### src/rtl/seven_seg_pkg.sv
// Shared constants and glyph decoder for the multi-digit
// seven-segment counter display.
package seven_seg_pkg;

    localparam int BCD_W = 4;

    // Segment order is {g,f,e,d,c,b,a}, active-high
    localparam logic [6:0] SEG_0     = 7'b0111111;
    localparam logic [6:0] SEG_1     = 7'b0000110;
    localparam logic [6:0] SEG_2     = 7'b1011011;
    localparam logic [6:0] SEG_3     = 7'b1001111;
    localparam logic [6:0] SEG_4     = 7'b1100110;
    localparam logic [6:0] SEG_5     = 7'b1101101;
    localparam logic [6:0] SEG_6     = 7'b1111100;
    localparam logic [6:0] SEG_7     = 7'b0000111;
    localparam logic [6:0] SEG_8     = 7'b1111111;
    localparam logic [6:0] SEG_9     = 7'b1100111;
    localparam logic [6:0] SEG_BLANK = 7'b0000000;

    function automatic logic [6:0] seg_decode(input logic [BCD_W-1:0] d);
        logic [6:0] s;
        case (d)
            4'd0:    s = SEG_0;
            4'd1:    s = SEG_1;
            4'd2:    s = SEG_2;
            4'd3:    s = SEG_3;
            4'd4:    s = SEG_4;
            4'd5:    s = SEG_5;
            4'd6:    s = SEG_6;
            4'd7:    s = SEG_7;
            4'd8:    s = SEG_8;
            4'd9:    s = SEG_9;
            default: s = SEG_BLANK;
        endcase
        return s;
    endfunction

endpackage

### src/rtl/seven_segment_counter_mux_digit.sv
// One BCD decade of the display counter; carry/borrow flag the
// step that rolls this digit over so the next decade can follow.
module bcd_digit_cnt
    import seven_seg_pkg::*;
(
    input  logic             clk,
    input  logic             reset,
    input  logic             inc,
    input  logic             dec,
    input  logic             load,
    input  logic [BCD_W-1:0] load_val,
    output logic [BCD_W-1:0] digit,
    output logic             carry,
    output logic             borrow
);

    logic [BCD_W-1:0] r_digit;

    assign digit  = r_digit;
    assign carry  = inc && (r_digit == 4'd9);
    assign borrow = dec && (r_digit == 4'd0);

    // Load beats stepping; non-decimal load values become 0
    always_ff @(posedge clk) begin
        if (reset) begin
            r_digit <= '0;
        end else if (load) begin
            r_digit <= (load_val > 4'd9) ? 4'd0 : load_val;
        end else if (inc) begin
            r_digit <= carry ? 4'd0 : r_digit + 4'd1;
        end else if (dec) begin
            r_digit <= borrow ? 4'd9 : r_digit - 4'd1;
        end
    end

endmodule

### src/rtl/seven_segment_counter_mux.sv
// N-digit up/down BCD counter with prescaler, driving a
// time-multiplexed common-segment seven-segment display.
module seven_segment_counter_mux
    import seven_seg_pkg::*;
#(
    parameter int NUM_DIGITS = 4,
    parameter int TICK_COUNT = 16000000,
    parameter int SCAN_COUNT = 1024
) (
    input  logic                        clk,
    input  logic                        reset,
    input  logic                        en,
    input  logic                        up_down,
    input  logic                        load,
    input  logic [BCD_W*NUM_DIGITS-1:0] load_value,
    input  logic                        blank_lz,
    output logic [BCD_W*NUM_DIGITS-1:0] count_out,
    output logic                        wrap,
    output logic [6:0]                  led_out,
    output logic [NUM_DIGITS-1:0]       digit_sel,
    output logic [6+NUM_DIGITS:0]       io_oeb
);

    localparam int PRE_W  = $clog2(TICK_COUNT);
    localparam int SCAN_W = (SCAN_COUNT > 1) ? $clog2(SCAN_COUNT) : 1;
    localparam int IDX_W  = (NUM_DIGITS > 1) ? $clog2(NUM_DIGITS) : 1;

    logic [PRE_W-1:0]            r_pre;
    logic                        r_wrap;
    logic [SCAN_W-1:0]           r_scan;
    logic [IDX_W-1:0]            r_idx;
    logic [NUM_DIGITS-1:0]       r_sel;
    logic [6:0]                  r_led;

    logic                        w_tick;
    logic [NUM_DIGITS-1:0]       w_inc;
    logic [NUM_DIGITS-1:0]       w_dec;
    logic [NUM_DIGITS-1:0]       w_carry;
    logic [NUM_DIGITS-1:0]       w_borrow;
    logic [BCD_W*NUM_DIGITS-1:0] w_count;
    logic [NUM_DIGITS-1:0]       w_zero_hi;
    logic                        w_scan_end;
    logic [IDX_W-1:0]            w_idx_next;
    logic [BCD_W-1:0]            w_digit_val;
    logic                        w_blank;
    logic [6:0]                  w_led_next;
    logic [NUM_DIGITS-1:0]       w_sel_next;

    assign w_tick    = en && (r_pre == PRE_W'(TICK_COUNT - 1));
    assign count_out = w_count;
    assign wrap      = r_wrap;
    assign led_out   = r_led;
    assign digit_sel = r_sel;
    assign io_oeb    = '0;

    for (genvar k = 0; k < NUM_DIGITS; k++) begin : g_dig
        if (k == 0) begin : g_lsd
            assign w_inc[k] = w_tick && up_down;
            assign w_dec[k] = w_tick && !up_down;
        end else begin : g_upper
            assign w_inc[k] = w_carry[k-1];
            assign w_dec[k] = w_borrow[k-1];
        end

        bcd_digit_cnt u_digit (
            .clk      (clk),
            .reset    (reset),
            .inc      (w_inc[k]),
            .dec      (w_dec[k]),
            .load     (load),
            .load_val (load_value[k*BCD_W +: BCD_W]),
            .digit    (w_count[k*BCD_W +: BCD_W]),
            .carry    (w_carry[k]),
            .borrow   (w_borrow[k])
        );
    end

    // Prescaler: period TICK_COUNT while enabled, cleared by load
    always_ff @(posedge clk) begin
        if (reset || load) begin
            r_pre <= '0;
        end else if (en) begin
            r_pre <= w_tick ? '0 : r_pre + 1'b1;
        end
    end

    // Wrap pulse is registered alongside the digit that rolled over
    always_ff @(posedge clk) begin
        if (reset) begin
            r_wrap <= 1'b0;
        end else begin
            r_wrap <= !load && w_tick &&
                      (up_down ? w_carry[NUM_DIGITS-1]
                               : w_borrow[NUM_DIGITS-1]);
        end
    end

    // Digit k is a leading zero if it and every higher digit are 0
    always_comb begin
        w_zero_hi = '1;
        for (int k = 0; k < NUM_DIGITS; k++) begin
            for (int j = k; j < NUM_DIGITS; j++) begin
                if (w_count[j*BCD_W +: BCD_W] != '0) begin
                    w_zero_hi[k] = 1'b0;
                end
            end
        end
    end

    // Next scan slot and its glyph, computed together to avoid ghosting
    always_comb begin
        w_scan_end  = (r_scan == SCAN_W'(SCAN_COUNT - 1));
        w_idx_next  = r_idx;
        if (w_scan_end) begin
            w_idx_next = (r_idx == IDX_W'(NUM_DIGITS - 1)) ? '0
                                                           : r_idx + 1'b1;
        end
        w_digit_val = w_count[int'(w_idx_next)*BCD_W +: BCD_W];
        w_blank     = blank_lz && (w_idx_next != '0) &&
                      w_zero_hi[w_idx_next];
        w_led_next  = w_blank ? SEG_BLANK : seg_decode(w_digit_val);
        w_sel_next  = NUM_DIGITS'(1) << w_idx_next;
    end

    // Free-running scan; select and segments update on the same edge
    always_ff @(posedge clk) begin
        if (reset) begin
            r_scan <= '0;
            r_idx  <= '0;
            r_sel  <= NUM_DIGITS'(1);
            r_led  <= SEG_0;
        end else begin
            r_scan <= w_scan_end ? '0 : r_scan + 1'b1;
            r_idx  <= w_idx_next;
            r_sel  <= w_sel_next;
            r_led  <= w_led_next;
        end
    end

endmodule

### config.mk
export PLATFORM = sky130hd
export DESIGN_NAME = seven_segment_counter_mux
export DESIGN_NICKNAME = d
export VERILOG_FILES = /design/src/rtl/seven_seg_pkg.sv /design/src/rtl/seven_segment_counter_mux_digit.sv /design/src/rtl/seven_segment_counter_mux.sv
export SDC_FILE = /design/constraint.sdc
export NUM_CORES = 1
export LEC_CHECK = 0
export CAP_MARGIN = 20
export CORE_ASPECT_RATIO = 1.2
export CORE_MARGIN = 1
export CORE_UTILIZATION = 59
export DETAILED_ROUTE_END_ITERATION = 8
export PLACE_DENSITY = 0.84
export RECOVER_POWER = 100
export SLEW_MARGIN = 15
export SYNTH_ARGS = -nofsm -noshare
export SYNTH_HDL_FRONTEND = slang
export SYNTH_SLANG_ARGS = --single-unit
### constraint.sdc
create_clock -name clk -period 4.68 [get_ports clk]
set_input_delay 0.936 -clock clk [delete_from_list [all_inputs] [get_ports clk]]
set_output_delay 0.936 -clock clk [all_outputs]
set_load 0.02 [all_outputs]
After elaboration in Yosys (flattened, before gate mapping)

Memories as Yosys holds them, arrays and structs flattened.
Cells that the tools add are included.

Logic and storage cells: 111
Output and inout port bits: 39
Memories kept: 1
Bits in read-only memories: 112
RAM bits: 0
Bits in registers: 64
Bits of input ports: 22
Bits in latches: 0

Memories:

| memory          | words | width | rd ports | clocked after memory_dff | wr ports | RTL line            | RTL |
|---|---|---|---|---|---|---|---|
| (no name shown) | 16    | 7     | 1        | 0                        | 0        | seven_seg_pkg.sv:22 | `case (d)` |

Magnitude comparators: 5
Eq/ne operators: 7
Reduce and logical (&&, ||, !) cells: 33
Mux-type cells: 41
Bitwise gates (word level): 0
Shift-type cells: 2
$mul: 0
$add $sub $neg: 11
Divide/modulo/power cells: 0

Operator list:

| cell                                                                  | count |
|---|---|
| 4-bit two-way mux                                                     | 24 |
| 24-bit by 1-bit adder with 24-bit output (second input constant)      | 1 |
| 24-bit == test (second input constant)                                | 1 |
| 24-bit two-way mux                                                    | 1 |
| 4-bit by 1-bit adder with 4-bit output (second input constant)        | 4 |
| 4-bit == test (second input constant)                                 | 4 |
| 4-bit greater-than comparator (second input constant)                 | 4 |
| 4-bit logical NOT                                                     | 4 |
| 4-bit nonzero test                                                    | 4 |
| 16-bit by 5-bit indexed part select with 4-bit output                 | 1 |
| 4-bit by 1-bit subtractor with 4-bit output (second input constant)   | 4 |
| 1-bit logical AND                                                     | 15 |
| 1-bit two-way mux                                                     | 12 |
| 3-bit nonzero test                                                    | 4 |
| 10-bit by 1-bit adder with 10-bit output (second input constant)      | 1 |
| 10-bit == test (second input constant)                                | 1 |
| 6-bit two-way mux                                                     | 1 |
| 2-bit two-way mux                                                     | 2 |
| 2-bit OR reduction                                                    | 2 |
| 1-bit by 2-bit << shifter with 4-bit output (first input constant)    | 1 |
| 2-bit by 3-bit < comparator with 1-bit output (second input constant) | 1 |
| 2-bit by 1-bit adder with 2-bit output (second input constant)        | 1 |
| 1-bit binary-select mux with 2-bit select                             | 1 |
| 2-bit == test (second input constant)                                 | 1 |
| 3 further kinds                                                       | 4 |

Depth between registers and ports, before layout

Depth in word-level cells: 11
Gate-level depth with buffers: 11
Mapped depth without buffers: 10

Modules after synthesis

Synthesis repeated with hierarchy kept, for this count alone.

Cells, all modules: 497
Area, all modules: 4356.7 sq um

Modules (own cells, without submodules):

| module                    | cells an instance | seq. area each (sq um) | area an instance (sq um) | instances |
|---|---|---|---|---|
| seven_segment_counter_mux | 285               | 960.9                  | 2620.0                   | 1 |
| bcd_digit_cnt             | 53                | 80.1                   | 434.2                    | 4 |

Worst setup path after synthesis

Ideal clock, no wire load.

Kind: register to register
Start: register r_scan[0]
End: register r_led[4] (netlist: led_out[4])
Stages on the path, launching flop included: 11
Setup slack: 1696 ps
Buffers on the path: 0
Data arrival time: 2926 ps
Period minus slack after synthesis: 2984 ps
Required time: 4622 ps
Setup time: 58 ps
Path through: dfxtp_1 -> ha_1 -> nand2_1 -> nor4_4 -> mux2i_1 -> mux4_2 -> inv_1 -> ha_1 -> inv_1 -> a2111oi_2 -> a211o_1

Word-level cells in the longest chain between the ends: 6
Elaborated cells on any way between the ends: 10
Those cells by class: eq/ne (1); shift (1); mux (4); reduce/logical (3); memory (1)

Ends and longest elaborated chain:

| element                                                   | RTL line                         | RTL |
|---|---|---|
| start, declared                                           | seven_segment_counter_mux.sv:30  | `logic [SCAN_W-1:0] r_scan;` |
| start signal, assigned                                    | seven_segment_counter_mux.sv:133 | `r_scan <= w_scan_end ? '0 : r_scan + 1'b1;` |
| 10-bit == test (*)                                        | seven_segment_counter_mux.sv:112 | `w_scan_end = (r_scan == SCAN_W'(SCAN_COUNT - 1));` |
| 2-bit two-way mux (*)                                     | seven_segment_counter_mux.sv:114 | `if (w_scan_end) begin` |
| branches (longest 3 deep; another with memory 16 x 7 bit) | n/a                              |  |
| 6-bit two-way mux (*)                                     | seven_segment_counter_mux.sv:121 | `w_led_next = w_blank ? SEG_BLANK : seg_decode(w_digit_val);` |
| end signal, assigned                                      | seven_segment_counter_mux.sv:136 | `r_led <= w_led_next;` |
| end, declared                                             | seven_segment_counter_mux.sv:33  | `logic [6:0] r_led;` |

Mark *: on every way between the ends. The select of a mux whose other input is x is not followed.
A chain may end at the register's enable or synchronous reset.

Final worst setup path

Same ends and word-level chain as after synthesis.

==> metrics.txt <==
# TYPE chip_impl_metric gauge
chip_impl_metric{name="yosysSeqAreaShare",unit="%"} 31.17
chip_impl_metric{name="mappedNetlistArea",unit="um2"} 4110
chip_impl_info{name="setup.worst_path.end_class",value="flop"} 1
chip_impl_metric{name="synth.top_cell.area_share",unit="%"} 31.17
chip_impl_info{name="tritoncts",value="built"} 1
chip_impl_metric{name="cts_max_level",unit=""} 3
chip_impl_metric{name="detail_route.wirelength",unit="um"} 9918
chip_impl_metric{name="shortest_period_the_worst_path_allows",unit="ns"} 3.741
chip_impl_metric{name="gp_congestion",unit=""} 0.9047
chip_impl_metric{name="chipWidth",unit="um"} 78.19
chip_impl_metric{name="initial_utilization",unit="%"} 62.60
chip_impl_info{name="cts-root-buf",value="sky130_fd_sc_hd__clkbuf_8"} 1
chip_impl_metric{name="worstPathRequired",unit="ns"} 4.96
chip_impl_info{name="synth_top_cells_by_area",value="sky130_fd_sc_hd__dfxtp_1 31%, sky130_fd_sc_hd__ha_1 7.0%, sky130_fd_sc_hd__nor2_1 6.3%"} 1
chip_impl_metric{name="fillCellCount",unit=""} 527
chip_impl_metric{name="drt_pass1_iterations",unit=""} 5
chip_impl_info{name="worst-setup-path-type",value="flop to flop"} 1
chip_impl_metric{name="num_rows",unit=""} 32
chip_impl_metric{name="antenna_found_initial",unit=""} 0
chip_impl_metric{name="post_cts_buffers",unit=""} 0
chip_impl_metric{name="yosys_warnings",unit=""} 0
chip_impl_metric{name="via_density_per_instance",unit=""} 6.084
chip_impl_metric{name="ff_latch_area",unit="um2"} 1281
chip_impl_metric{name="dieHeight",unit="um"} 93.43
chip_impl_metric{name="clkSinkCount",unit=""} 64
chip_impl_info{name="hold_path.class",value="flop to flop"} 1
chip_impl_metric{name="route.detailed.drc",unit=""} 0
chip_impl_info{name="crit_path_cell_trace",value="ha_1 > nand2_1 > nor4_1 > mux2i_1 > mux4_2 > inv_1 > ha_1 > inv_1 > a2111oi_0 > a211o_1"} 1
chip_impl_metric{name="dp_hpwl",unit="um"} 7084
chip_impl_metric{name="placeableCoreArea",unit="um2"} 6566
chip_impl_metric{name="number_of_global_route_vias_before_repair",unit=""} 3652
chip_impl_metric{name="setup_violations",unit=""} 0
chip_impl_metric{name="dieArea",unit="um2"} 7305
chip_impl_metric{name="cts_max_path_buffers",unit=""} 2
chip_impl_metric{name="timing.max_cap.violations",unit=""} 0
chip_impl_metric{name="power_per_cell_area",unit="nW/um2"} 272.3
chip_impl_metric{name="grtUsageTotal",unit="%"} 28.34
chip_impl_metric{name="leakage",unit="uW"} 0.001816
chip_impl_metric{name="globalRouteOverflowTotal",unit=""} 0
chip_impl_info{name="worst_setup_path_startpoint",value="r_scan[0]"} 1
chip_impl_metric{name="fin_total_pwr",unit="uW"} 1276
chip_impl_metric{name="worstMarginPinSlew",unit="ns"} 1.125
chip_impl_metric{name="final_layout_size_suffix_gt1_share",unit="%"} 7.664
chip_impl_metric{name="ctsResizeCount",unit=""} 0
chip_impl_metric{name="synth_edf_count",unit=""} 0
chip_impl_info{name="synth_most_common_cell",value="sky130_fd_sc_hd__nor2_1"} 1
chip_impl_metric{name="hold_viol",unit=""} 0
chip_impl_metric{name="skew",unit="ns"} 0.009872
chip_impl_metric{name="ios",unit=""} 61
chip_impl_info{name="yosysTopAreaCell",value="sky130_fd_sc_hd__dfxtp_1"} 1
chip_impl_info{name="synth_commonest_cells",value="69 x sky130_fd_sc_hd__nor2_1, 64 x sky130_fd_sc_hd__dfxtp_1, 34 x sky130_fd_sc_hd__nand2_1"} 1
chip_impl_metric{name="antenna-diode-count",unit=""} 0
chip_impl_metric{name="via_count",unit=""} 3772
chip_impl_metric{name="crit_path_max_incr_delay",unit="ns"} 0.77
chip_impl_info{name="run_status",value="complete, no violations"} 1
chip_impl_metric{name="numCtsBuffers",unit=""} 9
chip_impl_metric{name="multi_input_area",unit="um2"} 2507
chip_impl_metric{name="worst_path_arrival",unit="ns"} 4.02
chip_impl_metric{name="avgRoutedWirePerCell",unit="um"} 16.00
chip_impl_metric{name="starting_drt_drc_count",unit=""} 320
chip_impl_metric{name="cp_max_fo",unit=""} 8
chip_impl_metric{name="cts.hold.buffers_added",unit=""} 0
chip_impl_metric{name="insertion_delay",unit="ns"} 0.34
chip_impl_metric{name="aggregate_negative_setup_slack",unit="ns"} 0
chip_impl_metric{name="slew_viol_final",unit=""} 0
chip_impl_info{name="hold_crit_start",value="r_scan[0]"} 1
chip_impl_info{name="synth_flop_cell",value="sky130_fd_sc_hd__dfxtp_1"} 1
chip_impl_metric{name="postSynthCellCount",unit=""} 489
chip_impl_metric{name="nNetsFinal",unit=""} 575
chip_impl_info{name="rsz0062_at_grt",value="false"} 1
chip_impl_info{name="rr_startpoint",value="r_scan[0]"} 1
chip_impl_metric{name="synthDistinctLibCells",unit=""} 69
chip_impl_metric{name="ys_ff_latch",unit=""} 64
chip_impl_metric{name="post-route-period-util",unit="%"} 79.93
chip_impl_metric{name="grt_pass1_wl",unit="um"} 16400
chip_impl_info{name="slowest_stage",value="sky130_fd_sc_hd__mux2i_1"} 1
chip_impl_metric{name="numPortBuffers",unit=""} 49
chip_impl_metric{name="ys_async_sr_fraction",unit="%"} 0
chip_impl_info{name="cell_class_contributing_the_biggest_share_of_worst_path_delay",value="multiplexers"} 1
chip_impl_metric{name="cts.reportedPaths.clkPinSlew",unit="ns"} 0.07
chip_impl_metric{name="max-slew-margin-rel",unit="%"} 24.33
chip_impl_metric{name="syn-mean-instance-area",unit="um2"} 8.405
chip_impl_metric{name="max_clock_freq",unit="GHz"} 0.2673
chip_impl_info{name="critical_path.startpoint_type",value="flop"} 1
chip_impl_metric{name="antenna_violating_nets_post_route",unit=""} 0
chip_impl_metric{name="cp_num_buf_inv",unit=""} 2
chip_impl_metric{name="grt_start_max_net_pins",unit=""} 34
chip_impl_metric{name="vdd.ir_drop.worst",unit="mV"} 0.2139
chip_impl_metric{name="synthToLayoutAreaGrowth",unit="%"} 14.06
==> power breakdown <==
part           leakage (uW)  switching [uW]  total [uW]  internal [uW]
registers          0.000522            27.1         588            561
clock network     0.0000993             224         483            260
logic               0.00120             115         205           90.3
==> worst register-to-register path, delay by kind of cell, from the launching register on <==
kind	cells	cell delay, ns
adders and majority gates	2	0.36
muxes	2	1.44
and+or+nand+nor	2	0.76
buffers and inverters	2	0.17
AOI/OAI and AO/OA	2	0.58
DFF	1	0.35
==> state kept, by name, indices dropped and copies added, names as in the netlist <==
signal	cells
g_dig.u_digit.digit	16
wrap	1
led_out	7
r_pre	24
digit_sel	4
r_scan	10
r_idx	2
==> layout by cell type (no fill, tap or decap), types with 15 or more instances in the layout <==
master,instances
sky130_fd_sc_hd__ha_1,23
sky130_fd_sc_hd__nor3_1,19
sky130_fd_sc_hd__inv_1,21
sky130_fd_sc_hd__o21ai_0,20
sky130_fd_sc_hd__nand3_1,15
sky130_fd_sc_hd__nand2_1,34
sky130_fd_sc_hd__dlygate4sd3_1,30
sky130_fd_sc_hd__dfxtp_1,64
sky130_fd_sc_hd__xor2_1,19
sky130_fd_sc_hd__a21oi_1,22
sky130_fd_sc_hd__nor2_1,69
sky130_fd_sc_hd__clkdlybuf4s50_1,19
==> cell families after synthesis <==
| kind of cell | share of synthesized area (%) |
|---|---|
| compound gates | 15.37 |
| mux | 4.049 |
| other cells | 0.09124 |
| simple gates | 28.22 |
| flops | 31.17 |
| fa+ha+maj | 7.002 |
| xor+xnor | 6.606 |
| buf+inv | 7.489 |
==> per-stage QoR <==
stage	hold slack [ns]	worst slack [ns]	std cells	util, %	instance area, um2
floorplan	0.4175	1.696	499	-	4148
global placement	0.4338	1.100	603	69.00	4531
detailed placement	0.4456	0.9339	603	69.00	4531
CTS	0.4585	1.275	619	72.01	4728
global route	0.4672	0.7279	620	71.40	4688
finish	0.4528	0.9392	620	71.40	4688
==> final cells by class <==
class | count | share of cell area [%]
clock inverters | 5 | 1.201
multi-input cells | 382 | 53.48
flip-flops and latches | 64 | 27.33
well taps | 85 | 2.268
clock buffers | 11 | 3.016
repair buffers | 52 | 11.02
inverters | 21 | 1.681
==> layer usage <==
| metal | vias up | track usage, % | routed length [um] |
|---|---|---|---|
| li1 | 1795 | - | - |
| met1 | 1778 | 31.29 | 4032 |
| met2 | 161 | 51.39 | 5047 |
| met3 | 38 | 4.683 | 548 |
| met4 | 0 | 15.28 | 291 |
| met5 | - | 0 | 0 |
==> path summary, 6_finish.rpt <==
| check | to | slack, ns | cells past startpoint |
|---|---|---|---|
| worst max-delay path | led_out[4] | 0.94 | 10 |
| worst min register to register | r_scan[0] | 0.45 | 1 |
| worst max register to register | led_out[4] | 0.94 | 10 |
| worst min-delay path | r_scan[0] | 0.45 | 1 |
Power figures use the tool's default switching activity.
